`src/rtl/fetch_prefetch_unit_pkg.sv`:
```
// Shared types and constants for the fetch/prefetch stage.
// The rv32i defaults below can be overridden by an earlier shared define.
`ifndef RV32I_RESET_PC
`define RV32I_RESET_PC 32'h0000_0000
`endif
`ifndef RV32I_INSTR_BYTES
`define RV32I_INSTR_BYTES 4
`endif

package fetch_prefetch_unit_pkg;

    localparam logic [31:0] DEFAULT_RESET_PC = `RV32I_RESET_PC;
    localparam logic [31:0] INSTR_BYTES      = 32'(`RV32I_INSTR_BYTES);

    typedef struct packed {
        logic [31:0] pc;
        logic [31:0] word;
    } fetch_entry_t;

    localparam int unsigned ENTRY_W = $bits(fetch_entry_t);

    // Instruction fetch is always word aligned; low address bits are dropped.
    function automatic logic [31:0] align_pc(input logic [31:0] pc);
        return pc & ~32'h0000_0003;
    endfunction

endpackage

```
`src/rtl/fetch_prefetch_unit_fifo.sv`:
```
// Synchronous FIFO for prefetched instructions with a flush input and a
// combinational head read.
module fetch_prefetch_unit_fifo #(
    parameter int unsigned DEPTH = 4,
    parameter int unsigned WIDTH = 64
) (
    input  logic                     clk,
    input  logic                     rst_n,
    input  logic                     push_i,
    input  logic                     pop_i,
    input  logic                     flush_i,
    input  logic [WIDTH-1:0]         wdata_i,
    output logic [WIDTH-1:0]         rdata_o,
    output logic                     full_o,
    output logic                     empty_o,
    output logic [$clog2(DEPTH):0]   count_o
);

    localparam int unsigned PTR_W = $clog2(DEPTH);
    localparam int unsigned CNT_W = PTR_W + 1;
    localparam logic [CNT_W-1:0] DEPTH_C = CNT_W'(DEPTH);

    logic [WIDTH-1:0] mem_q [DEPTH];
    logic [PTR_W-1:0] rd_ptr_q, rd_ptr_d;
    logic [PTR_W-1:0] wr_ptr_q, wr_ptr_d;
    logic [CNT_W-1:0] count_q, count_d;
    logic             do_push, do_pop;

    assign do_push = push_i & ~flush_i;
    assign do_pop  = pop_i & ~flush_i;

    always_comb begin
        rd_ptr_d = rd_ptr_q;
        wr_ptr_d = wr_ptr_q;
        count_d  = count_q;
        if (flush_i) begin
            rd_ptr_d = '0;
            wr_ptr_d = '0;
            count_d  = '0;
        end else begin
            if (do_push) wr_ptr_d = wr_ptr_q + PTR_W'(1);
            if (do_pop)  rd_ptr_d = rd_ptr_q + PTR_W'(1);
            case ({do_push, do_pop})
                2'b10:   count_d = count_q + CNT_W'(1);
                2'b01:   count_d = count_q - CNT_W'(1);
                default: count_d = count_q;
            endcase
        end
    end

    always_ff @(posedge clk or negedge rst_n) begin
        if (!rst_n) begin
            rd_ptr_q <= '0;
            wr_ptr_q <= '0;
            count_q  <= '0;
        end else begin
            rd_ptr_q <= rd_ptr_d;
            wr_ptr_q <= wr_ptr_d;
            count_q  <= count_d;
        end
    end

    // Storage is not reset; a zero count hides stale entries.
    always_ff @(posedge clk) begin
        if (do_push) mem_q[wr_ptr_q] <= wdata_i;
    end

    assign rdata_o = mem_q[rd_ptr_q];
    assign full_o  = (count_q == DEPTH_C);
    assign empty_o = (count_q == '0);
    assign count_o = count_q;

endmodule

```
`src/rtl/fetch_prefetch_unit.sv`:
```
// Program counter and prefetch buffer sitting around a combinational
// instruction memory, feeding decode over a valid/ready handshake.
module fetch_prefetch_unit
    import fetch_prefetch_unit_pkg::*;
#(
    parameter int unsigned DEPTH    = 4,
    parameter logic [31:0] RESET_PC = DEFAULT_RESET_PC
) (
    input  logic        clk,
    input  logic        rst_n,
    output logic [31:0] imem_addr,
    input  logic [31:0] imem_data,
    input  logic        redirect_valid,
    input  logic [31:0] redirect_pc,
    output logic        instr_valid,
    input  logic        instr_ready,
    output logic [31:0] instr,
    output logic [31:0] instr_pc
);

    logic [31:0]          fetch_pc_q, fetch_pc_d;
    logic                 push, pop;
    logic                 fifo_full, fifo_empty;
    logic [$clog2(DEPTH):0] fifo_count;
    fetch_entry_t         wr_entry, head_entry;

    // A redirect suppresses both handshake sides; a full buffer may still
    // accept a new word when the head leaves in the same cycle.
    assign instr_valid = (fifo_count != '0) & ~redirect_valid;
    assign pop         = instr_valid & instr_ready & ~redirect_valid;
    assign push        = ~redirect_valid & (~fifo_full | pop);

    assign wr_entry.pc   = fetch_pc_q;
    assign wr_entry.word = imem_data;

    fetch_prefetch_unit_fifo #(
        .DEPTH (DEPTH),
        .WIDTH (ENTRY_W)
    ) u_fifo (
        .clk     (clk),
        .rst_n   (rst_n),
        .push_i  (push),
        .pop_i   (pop),
        .flush_i (redirect_valid),
        .wdata_i (wr_entry),
        .rdata_o (head_entry),
        .full_o  (fifo_full),
        .empty_o (fifo_empty),
        .count_o (fifo_count)
    );

    always_comb begin
        fetch_pc_d = fetch_pc_q;
        if (redirect_valid) begin
            fetch_pc_d = align_pc(redirect_pc);
        end else if (push) begin
            fetch_pc_d = fetch_pc_q + INSTR_BYTES;
        end
    end

    always_ff @(posedge clk or negedge rst_n) begin
        if (!rst_n) begin
            fetch_pc_q <= RESET_PC;
        end else begin
            fetch_pc_q <= fetch_pc_d;
        end
    end

    assign imem_addr = fetch_pc_q;
    assign instr     = fifo_empty ? 32'h0 : head_entry.word;
    assign instr_pc  = fifo_empty ? 32'h0 : head_entry.pc;

endmodule

```
`config.mk`:
```
export PLATFORM = sky130hd
export DESIGN_NAME = fetch_prefetch_unit
export DESIGN_NICKNAME = d
export VERILOG_FILES = /design/src/rtl/fetch_prefetch_unit_pkg.sv /design/src/rtl/fetch_prefetch_unit_fifo.sv /design/src/rtl/fetch_prefetch_unit.sv
export SDC_FILE = /design/constraint.sdc
export NUM_CORES = 1
export LEC_CHECK = 0
export CORE_MARGIN = 2
export CORE_UTILIZATION = 35
export DETAILED_ROUTE_END_ITERATION = 8
export GPL_TIMING_DRIVEN = 0
export PLACE_DENSITY_LB_ADDON = 0.25
export SYNTH_ARGS = -nofsm -noshare
export SYNTH_HDL_FRONTEND = slang
export SYNTH_SLANG_ARGS = --single-unit
```
`constraint.sdc`:
```
create_clock -name clk -period 3.8 [get_ports clk]
set_clock_uncertainty 0.1 [all_clocks]
set_input_delay 0.76 -clock clk [delete_from_list [all_inputs] [get_ports clk]]
set_output_delay 0.76 -clock clk [all_outputs]
set_load 0.005 [all_outputs]
```
Word level (Yosys, flattened, before mapping)

Memories as Yosys holds them, arrays and structs flattened.
Cells that the tools add are included.

Add/subtract/negate cells: 5
Mux-type cells: 12
Bitwise logic cells: 9
Reduce and logical (&&, ||, !) cells: 6
Equal/unequal tests: 3

Operators by type and width:

| kind                    | number |
|---|---|
| $mux W32                | 4 |
| $add A32 B3 Y32 const B | 1 |
| $mux W2                 | 4 |
| $and A1 B1 Y1           | 6 |
| $pmux W3 S2             | 1 |
| $reduce_bool A2 Y1      | 3 |
| $reduce_bool A3 Y1      | 2 |
| $add A2 B1 Y2 const B   | 2 |
| $add A3 B1 Y3 const B   | 1 |
| $eq A3 B3 Y1 const B    | 1 |
| $logic_not A3 Y1        | 1 |
| $mux W3                 | 1 |
| $sub A3 B1 Y3 const B   | 1 |
| $eq A2 B1 Y1 const B    | 1 |
| $eq A2 B2 Y1 const B    | 1 |
| $mux W1                 | 2 |
| $not A1 Y1              | 2 |
| $or A1 B1 Y1            | 1 |

Register bits after elaboration: 39
Output and inout bits: 97
RAM bits: 256
Memories: 1

Memories:

| memory       | words | width | read ports | clocked after Yosys merged registers in | write ports | line                           | text |
|---|---|---|---|---|---|---|---|
| u_fifo.mem_q | 4     | 64    | 1          | 0                                       | 1           | fetch_prefetch_unit_fifo.sv:23 | `logic [WIDTH-1:0] mem_q [DEPTH];` |

Logic depth before layout (Yosys ltp)

Gate-level depths: netlist of run 1.

Word-level depth: 10
Mapped depth: 6
Gate-level depth less buffers: 5

Hierarchy

From an unflattened synthesis of run 1, not the netlist that was laid out.

Cell total of the unflattened synthesis: 703
Area total of the unflattened synthesis: 12,149.2 µm²

Modules (own cells, without submodules):

| module                   | times used | sequential area each (µm²) | cells each | area each (µm²) |
|---|---|---|---|---|
| fetch_prefetch_unit_fifo | 1          | 7,862.5                    | 377        | 9,670.5 |
| fetch_prefetch_unit      | 1          | 750.7                      | 326        | 2,478.6 |

Worst setup path before layout of run 1

No wires, ideal clock.

Path kind: input-to-reg
From: in redirect_valid
To: mem u_fifo.mem_q[0][0], enable pin
Library setup time: 427 ps
Stages on the path: 4
Path slack: 515 ps
Arrival: 2,759 ps
Required time: 3,273 ps
Path through: clkbuf_1 > clkbuf_1 > nor2_1 > and2_1

Longest elaborated chain between the ends: 9

Ends and longest elaborated chain:

| element                           | line                           | text |
|---|---|---|
| start: declaration                | fetch_prefetch_unit.sv:13      | `input logic redirect_valid,` |
| $not A1 Y1 (*)                    | --                             |  |
| $and A1 B1 Y1                     | fetch_prefetch_unit.sv:29      | `assign instr_valid = (fifo_count != '0) & ~redirect_valid;` |
| $and A1 B1 Y1 (2 in series)       | fetch_prefetch_unit.sv:30      | `assign pop = instr_valid & instr_ready & ~redirect_valid;` |
| $or A1 B1 Y1                      | fetch_prefetch_unit.sv:31      | `assign push = ~redirect_valid & (~fifo_full \| pop);` |
| $and A1 B1 Y1                     | fetch_prefetch_unit.sv:31      |  |
| $and A1 B1 Y1 (*)                 | fetch_prefetch_unit_fifo.sv:29 | `assign do_push = push_i & ~flush_i;` |
| $mux W1 (*)                       | fetch_prefetch_unit_fifo.sv:65 | `if (do_push) mem_q[wr_ptr_q] <= wdata_i;` |
| $mux W1 (not written as such) (*) | fetch_prefetch_unit_fifo.sv:65 |  |
| end: declaration                  | fetch_prefetch_unit_fifo.sv:23 |  |

Mark *: on every way between the ends. The rest lies on a longest branch, timed or not.

Worst setup path in the final report of run 1

From: reg u_fifo.rd_ptr_q[0]
To: out instr[2]

Longest elaborated chain between the ends: 2

Ends and longest elaborated chain:

| element                  | line                           | text |
|---|---|---|
| start: declaration       | fetch_prefetch_unit_fifo.sv:24 | `logic [PTR_W-1:0] rd_ptr_q, rd_ptr_d;` |
| start signal: assignment | fetch_prefetch_unit_fifo.sv:57 | `rd_ptr_q <= rd_ptr_d;` |
| $mem_v2 Z4 W64           | --                             |  |
| $mux W32                 | fetch_prefetch_unit.sv:70      | `assign instr = fifo_empty ? 32'h0 : head_entry.word;` |
| end: declaration         | fetch_prefetch_unit.sv:17      | `output logic [31:0] instr,` |

Every way passes these cells.

==> results of run 1 <==
[power breakdown]
group | switching, uW | total (uW) | internal (uW) | leakage [uW]
combinational | 1140 | 2660 | 1520 | 0.00175
sequential | 226 | 4090 | 3860 | 0.00271
clock | 1160 | 2830 | 1670 | 0.000466
total | 2530 | 9580 | 7060 | 0.00492
[kinds of logic (layout without fill, tap and decap cells)]
family | after synthesis | after routing | share of synthesized area (%)
other | 1 | 5 | 0.0320
AO/OA/AOI/OAI | 69 | 69 | 3.99
XOR/XNOR | 10 | 10 | 0.748
adder cells (fa/ha/maj) | 6 | 6 | 0.705
buffers and inverters | 50 | 266 | 1.87
AND/OR/NAND/NOR | 185 | 185 | 9.04
multiplexers | 64 | 64 | 12.1
flip-flops | 285 | 285 | 71.5
[final cells by class]
cell class                      instances  area, sq um  area share, %
Buffer                                 36          181           1.21
Clock buffer                           46          852           5.70
Clock inverter                         11          105          0.704
Inverter                               12         45.0          0.302
Multi-Input combinational cell        339         3140           21.0
Sequential cell                       285         8370           56.1
Tap cell                              442          553           3.70
Timing Repair Buffer                  161         1690           11.3
[worst paths after layout]
check | from | end | depth (start not counted)
setup / recovery | u_fifo.rd_ptr_q[0]$_DFFE_PN0P_ | instr[2] | 4
hold / removal | rst_n | imem_addr[14]$_DFFE_PN0N_ | 2
max in group asynchronous | rst_n | u_fifo.rd_ptr_q[0]$_DFFE_PN0P_ | 2
setup reg to reg | imem_addr[14]$_DFFE_PN0N_ | imem_addr[19]$_DFFE_PN0N_ | 4
min in group clk | u_fifo.wr_ptr_q[1]$_DFFE_PN0P_ | u_fifo.wr_ptr_q[1]$_DFFE_PN0P_ | 2
hold reg to reg | u_fifo.wr_ptr_q[1]$_DFFE_PN0P_ | u_fifo.wr_ptr_q[1]$_DFFE_PN0P_ | 2
[sequential cells by signal, indices dropped and copies added, names as in the netlist]
| register | count |
|---|---|
| u_fifo.wr_ptr_q | 2 |
| u_fifo.count_o | 3 |
| u_fifo.mem_q | 248 |
| u_fifo.rd_ptr_q | 2 |
| imem_addr | 30 |
[cells in the mapped netlist (4+ instances only)]
| library cell | instances | area share, % |
|---|---|---|
| or4_1 | 10 | 0.64 |
| edfxtp_1 | 248 | 64 |
| nand4_1 | 12 | 0.64 |
| a21o_1 | 4 | 0.26 |
| ha_1 | 5 | 0.53 |
| nand2_1 | 26 | 0.83 |
| o21ai_0 | 13 | 0.56 |
| nor2_1 | 27 | 0.87 |
| a211o_1 | 4 | 0.30 |
| clkbuf_1 | 25 | 0.80 |
| dfrtp_1 | 37 | 7.9 |
| a211oi_1 | 5 | 0.32 |
| nand3_1 | 16 | 0.68 |
| o31ai_1 | 9 | 0.58 |
| xnor2_1 | 7 | 0.52 |
| a21oi_1 | 8 | 0.34 |
| mux4_2 | 62 | 12 |
| buf_4 | 4 | 0.26 |
| inv_1 | 11 | 0.35 |
| buf_2 | 7 | 0.30 |
| and2_1 | 68 | 3.6 |
| a31oi_1 | 17 | 0.91 |
[layer usage]
layer	GRT usage, %	vias to the layer above	wire [um]
met5	0	-	0
met4	3.63	0	638
met3	3.19	43	1760
met2	25.6	232	12800
met1	21.5	3469	12000
li1	-	3052	-
[worst max-delay path: cells and delay by family (launching register included)]
family        cells  cell delay [ps]
mux               1              540
flops             1              570
simple gates      1              160
buf+inv           2              900
[metrics by stage]
step                total power (uW)  hold slack (ps)
detailed placement              6900              488
global route                   10100             68.6
floorplan                       5440              364
CTS                             9770             58.3
global placement                6860              474
finish                          9580             58.8
[repair_timing]
action / 4_1_cts / 5_1_grt
resized for setup: 8 / 4
cloned: 0 / 0
endpoints found under the hold margin: 0 / 0
endpoints found under the setup margin: 59 / 10
==> key figures, run 1 <==
Timing
  • Finish-stage setup viols: 0
  • Max_slew headroom: 28.8%
  • Slew Viols, Final: 0
  • Fmax: 278 MHz
  • Min Tclk post-route: 3590 ps
  • Hold Vio Cnt, Final: 0
  • Final worst setup slack: 206 ps
  • Final Cycle Share: 94.6%
  • Setup TNS: 0 ps
  • Slew @ Worst Pin: 1060 ps
  • RSZ-0062 raised after global routing: false

Yosys
  • Distinct cells, synth: 52
  • Asr flop ratio synth: 13.0%
  • Yosys warns: 0
  • Post-synth EDFFs: 248
  • Synth Instances: 670
  • Seq cells post-synth: 285
  • Seq/Total Area, Yosys: 71.5%
  • Top_reg_cell synth: edfxtp_1
  • Synth Cell Area: 11,700 sq um
  • Mean Syn Cell Area: 17.5 sq um

Placed design
  • Dpl ws: 155 ps
  • IO Port Bufs: 156
  • Placed Area: 14,000 sq um
  • GPL Wtd Cong: 0.785
  • HPWL reported at the end of detailed placement: 17.3 mm
  • Post-Place Cells: 1,277

Clock tree
  • Reg clk slew, reported paths: 60 ps
  • Htree depth: 1
  • Clock Latency Late Sink: 550 ps
  • CTS sink cnt: 285
  • Setup bufs post-CTS: 0
  • CTS Buf Count: 31
  • Clock Tree Buf Depth: 3
  • Cts hold-fix bufs: 0
  • CTS tree: built
  • Clock root cell: clkbuf_16

Global routing
  • Initial antenna violation count: 0
  • Vias in the first global route: 6,968
  • First-pass GRT wire length: 42.1 mm
  • Largest net degree at the start of global routing: 46
  • GRT Residual Overflow: 0
  • Total GRT Usage: 15.6%

Floorplan
  • Total die area: 34,900 sq um
  • Initial core utilization: 35.8%
  • Die width: 187 um
  • I/O pin cnt: 165
  • Cell row count: 66
  • Core Area: 32,700 sq um
  • Die Span Y: 187 um

Min path
  • Hold Path Class: input pin to async pin

Cells and area
  • Area growth, synth to finish: 27.6%
  • Nets: 940
  • Post-layout instance area: 14,900 sq um
  • # fillers: 2,914
  • Fraction of layout cells with a size suffix above 1: 16.1%
  • Non-Filler Instances: 1,332
  • Most common cell after layout, fill and taps aside: edfxtp_1
  • Final Core Density: 45.7%
  • ANT cells: 0
  • Commonest cells after routing, fill and taps aside: edfxtp_1, clkdlybuf4s50_1, and2_1

Route
  • Initial DRC Count: 464
  • Drt pass-1 iters: 5
  • Residual DRC count: 0
  • Final WL: 27.2 mm
  • WL per Instance: 20.4 um
  • Drt via density: 5.10
  • Vias: 6,796
  • DRT antenna net count: 0

Pwr
  • Pwr Density: 641 nW/um^2
  • Max VDD drop: 0.371 mV
  • Leak: 0.00492 uW

Critical path
  • Flop2flop setup slack: 1290 ps
  • Startpoint class of the critical path: register
  • Critical-path top delay cell: dfrtp_2
  • CP peak stage delay: 570 ps
  • CP Capture Type: output pin
  • Critical path data arrival time: 2730 ps
  • CP max FO: 10
  • Critical Path RT: 2940 ps
  • Worst-path cell chain: buf_2 > mux4_2 > and2_1 > clkdlybuf4s50_1
  • Crit Path Class: register to output pin

Run
  • Max Cap Viol: 0

Outcome
  • Status: finished clean
(Power assumes the default switching activity.)
==> run 2: changes to the inputs <==
GPL_TIMING_DRIVEN = unset   (was 0)
==> run 2 against run 1 <==
  * Die area did not move
  * Clock power decreased by 2%
  * Global-route usage down 0.23 points
  * Power barely moved
  * Sequential share of layout area is 0.066 points lower
  * Hold slack better by 190 ps
  * Largest power group unchanged
==> key figures, run 2 (same netlist as run 1, synthesis figures left out) <==
Timing
  • Slew @ Worst Pin: 949 ps
  • Final Cycle Share: 94.5%
  • Setup TNS: 0 ps
  • Max_slew headroom: 36.7%
  • Min Tclk post-route: 3590 ps
  • Fmax: 278 MHz
  • Hold Vio Cnt, Final: 0
  • Finish-stage setup viols: 0
  • Slew Viols, Final: 0
  • Final worst setup slack: 208 ps
  • RSZ-0062 raised after global routing: false

Clock tree
  • CTS sink cnt: 285
  • Htree depth: 1
  • Reg clk slew, reported paths: 60 ps
  • Clock Tree Buf Depth: 3
  • Clock root cell: clkbuf_16
  • CTS resizes: 0
  • CTS Buf Count: 30
  • Setup bufs post-CTS: 0
  • Cts hold-fix bufs: 0
  • CTS tree: built
  • Clock Latency Late Sink: 550 ps

Route
  • WL per Instance: 20.4 um
  • Metal2 WL: 12.8 mm
  • Final WL: 26.8 mm
  • DRT antenna net count: 0
  • Residual DRC count: 0
  • Initial DRC Count: 406
  • Drt pass-1 iters: 5
  • WL met3: 1.43 mm
  • Vias: 6,621
  • Met1 WL: 12.2 mm
  • Top sig layer: met4
  • Drt via density: 5.03

Critical path
  • FF-to-FF path depth: 4
  • Worst path bufs/invs: 2
  • CP peak stage delay: 740 ps
  • CP Capture Type: output pin
  • Critical path data arrival time: 2730 ps
  • Startpoint class of the critical path: register
  • Critical-path top delay cell: dfrtp_4
  • Critical Path RT: 2940 ps
  • CP startpoint: u_fifo.rd_ptr_q[0]$_DFFE_PN0P_
  • Worst path depth: 4
  • Crit Path Class: register to output pin
  • Flop2flop setup slack: 1440 ps
  • CP max FO: 20
  • Critical R2R Launch: imem_addr[5]$_DFFE_PN0N_
  • FF-to-FF End: imem_addr[31]$_DFFE_PN0N_
  • Delay-heaviest family, CP: flip-flops
  • Critical Path End: instr_pc[11]
  • Worst-path cell chain: buf_4 > mux4_2 > and2_1 > clkdlybuf4s50_1

Placed design
  • GPL Wtd Cong: 0.758
  • HPWL reported at the end of detailed placement: 16.9 mm
  • IO Port Bufs: 158
  • Dpl ws: 728 ps
  • Post-Place Cells: 1,260

Floorplan
  • Die Span Y: 187 um
  • Cell row count: 66
  • Initial core utilization: 35.8%
  • I/O pin cnt: 165
  • Core Area: 32,700 sq um
  • Die width: 187 um
  • Total die area: 34,900 sq um

Global routing
  • Largest net degree at the start of global routing: 42
  • Total GRT Usage: 15.4%
  • First-pass GRT wire length: 41.7 mm
  • GRT Residual Overflow: 0
  • Initial antenna violation count: 0
  • Vias in the first global route: 6,889

Cells and area
  • Area growth, synth to finish: 27.8%
  • Fraction of layout cells with a size suffix above 1: 17.2%
  • Max FFs per register: 248
  • Non-Filler Instances: 1,316
  • Most common cell after layout, fill and taps aside: edfxtp_1
  • Nets: 924
  • ANT cells: 0
  • # fillers: 2,873
  • Reg with most FFs: u_fifo.mem_q
  • Commonest cells after routing, fill and taps aside: edfxtp_1, clkdlybuf4s50_1, and2_1

Min path
  • Hold Path Class: input pin to async pin

Pwr
  • Tot Pwr: 9590 uW
  • Leak: 0.00492 uW
  • Pwr Density: 641 nW/um^2
  • Max VDD drop: 0.349 mV

Run
  • Max Cap Viol: 0

Outcome
  • Status: finished clean
-- run 2: changes by cell type in the layout (fill, tap and decap cells not counted), moves of 2 or more --
cell	delta
clkdlybuf4s50_1	+2
buf_16	-4
buf_12	+11
clkbuf_4	-2
dfrtp_4	+2
clkbuf_2	-8
clkbuf_1	-26
buf_2	-5
clkbuf_8	-2
clkinv_2	+8
clkinv_1	+4
buf_4	+8
-- run 2: routing by layer --
metal	global-route usage (%)	up-vias
li1	-	3012
met1	21.4	3377
met2	25.1	197
met3	2.95	35
met4	3.48	0
met5	0	-
-- run 2: per-stage QoR --
| stage | area, sq um | util (%) | hold slack [ps] |
|---|---|---|---|
| after floorplan | 11700 | - | 364 |
| after global placement | 14000 | 42.9 | 465 |
| after detailed placement | 14000 | 42.9 | 481 |
| after CTS | 15000 | 45.8 | 263 |
| after global routing | 15000 | 45.8 | 314 |
| final | 15000 | 45.8 | 253 |
-- run 2: where the power goes --
group | internal [uW] | total [uW] | switching, uW
clock | 1610 | 2770 | 1160
sequential | 3870 | 4140 | 276
combinational | 1590 | 2680 | 1100
total | 7060 | 9590 | 2530
-- run 2: cell type report --
cell class	instances	area [sq um]	share of cell area, %
Sequential cell	285	8380	56.0
Multi-Input combinational cell	339	3140	21.0
Timing Repair Buffer	182	1910	12.7
Clock buffer	33	783	5.23
Tap cell	442	553	3.69
Clock inverter	23	156	1.04
Inverter	12	45.0	0.301
-- run 2: worst min path at each step --
stage | slack (ps) | startpoint | depth (start not counted) | to
2_1_floorplan | 360 | rst_n | 0 | imem_addr[10]$_DFFE_PN0N_
3_3_place_gp | 470 | u_fifo.wr_ptr_q[1]$_DFFE_PN0P_ | 2 | u_fifo.wr_ptr_q[1]$_DFFE_PN0P_
3_5_place_dp | 480 | u_fifo.wr_ptr_q[1]$_DFFE_PN0P_ | 2 | u_fifo.wr_ptr_q[1]$_DFFE_PN0P_
4_1_cts | 260 | rst_n | 1 | imem_addr[22]$_DFFE_PN0N_
5_1_grt | 310 | rst_n | 1 | imem_addr[18]$_DFFE_PN0N_
6_report | 250 | rst_n | 1 | imem_addr[22]$_DFFE_PN0N_
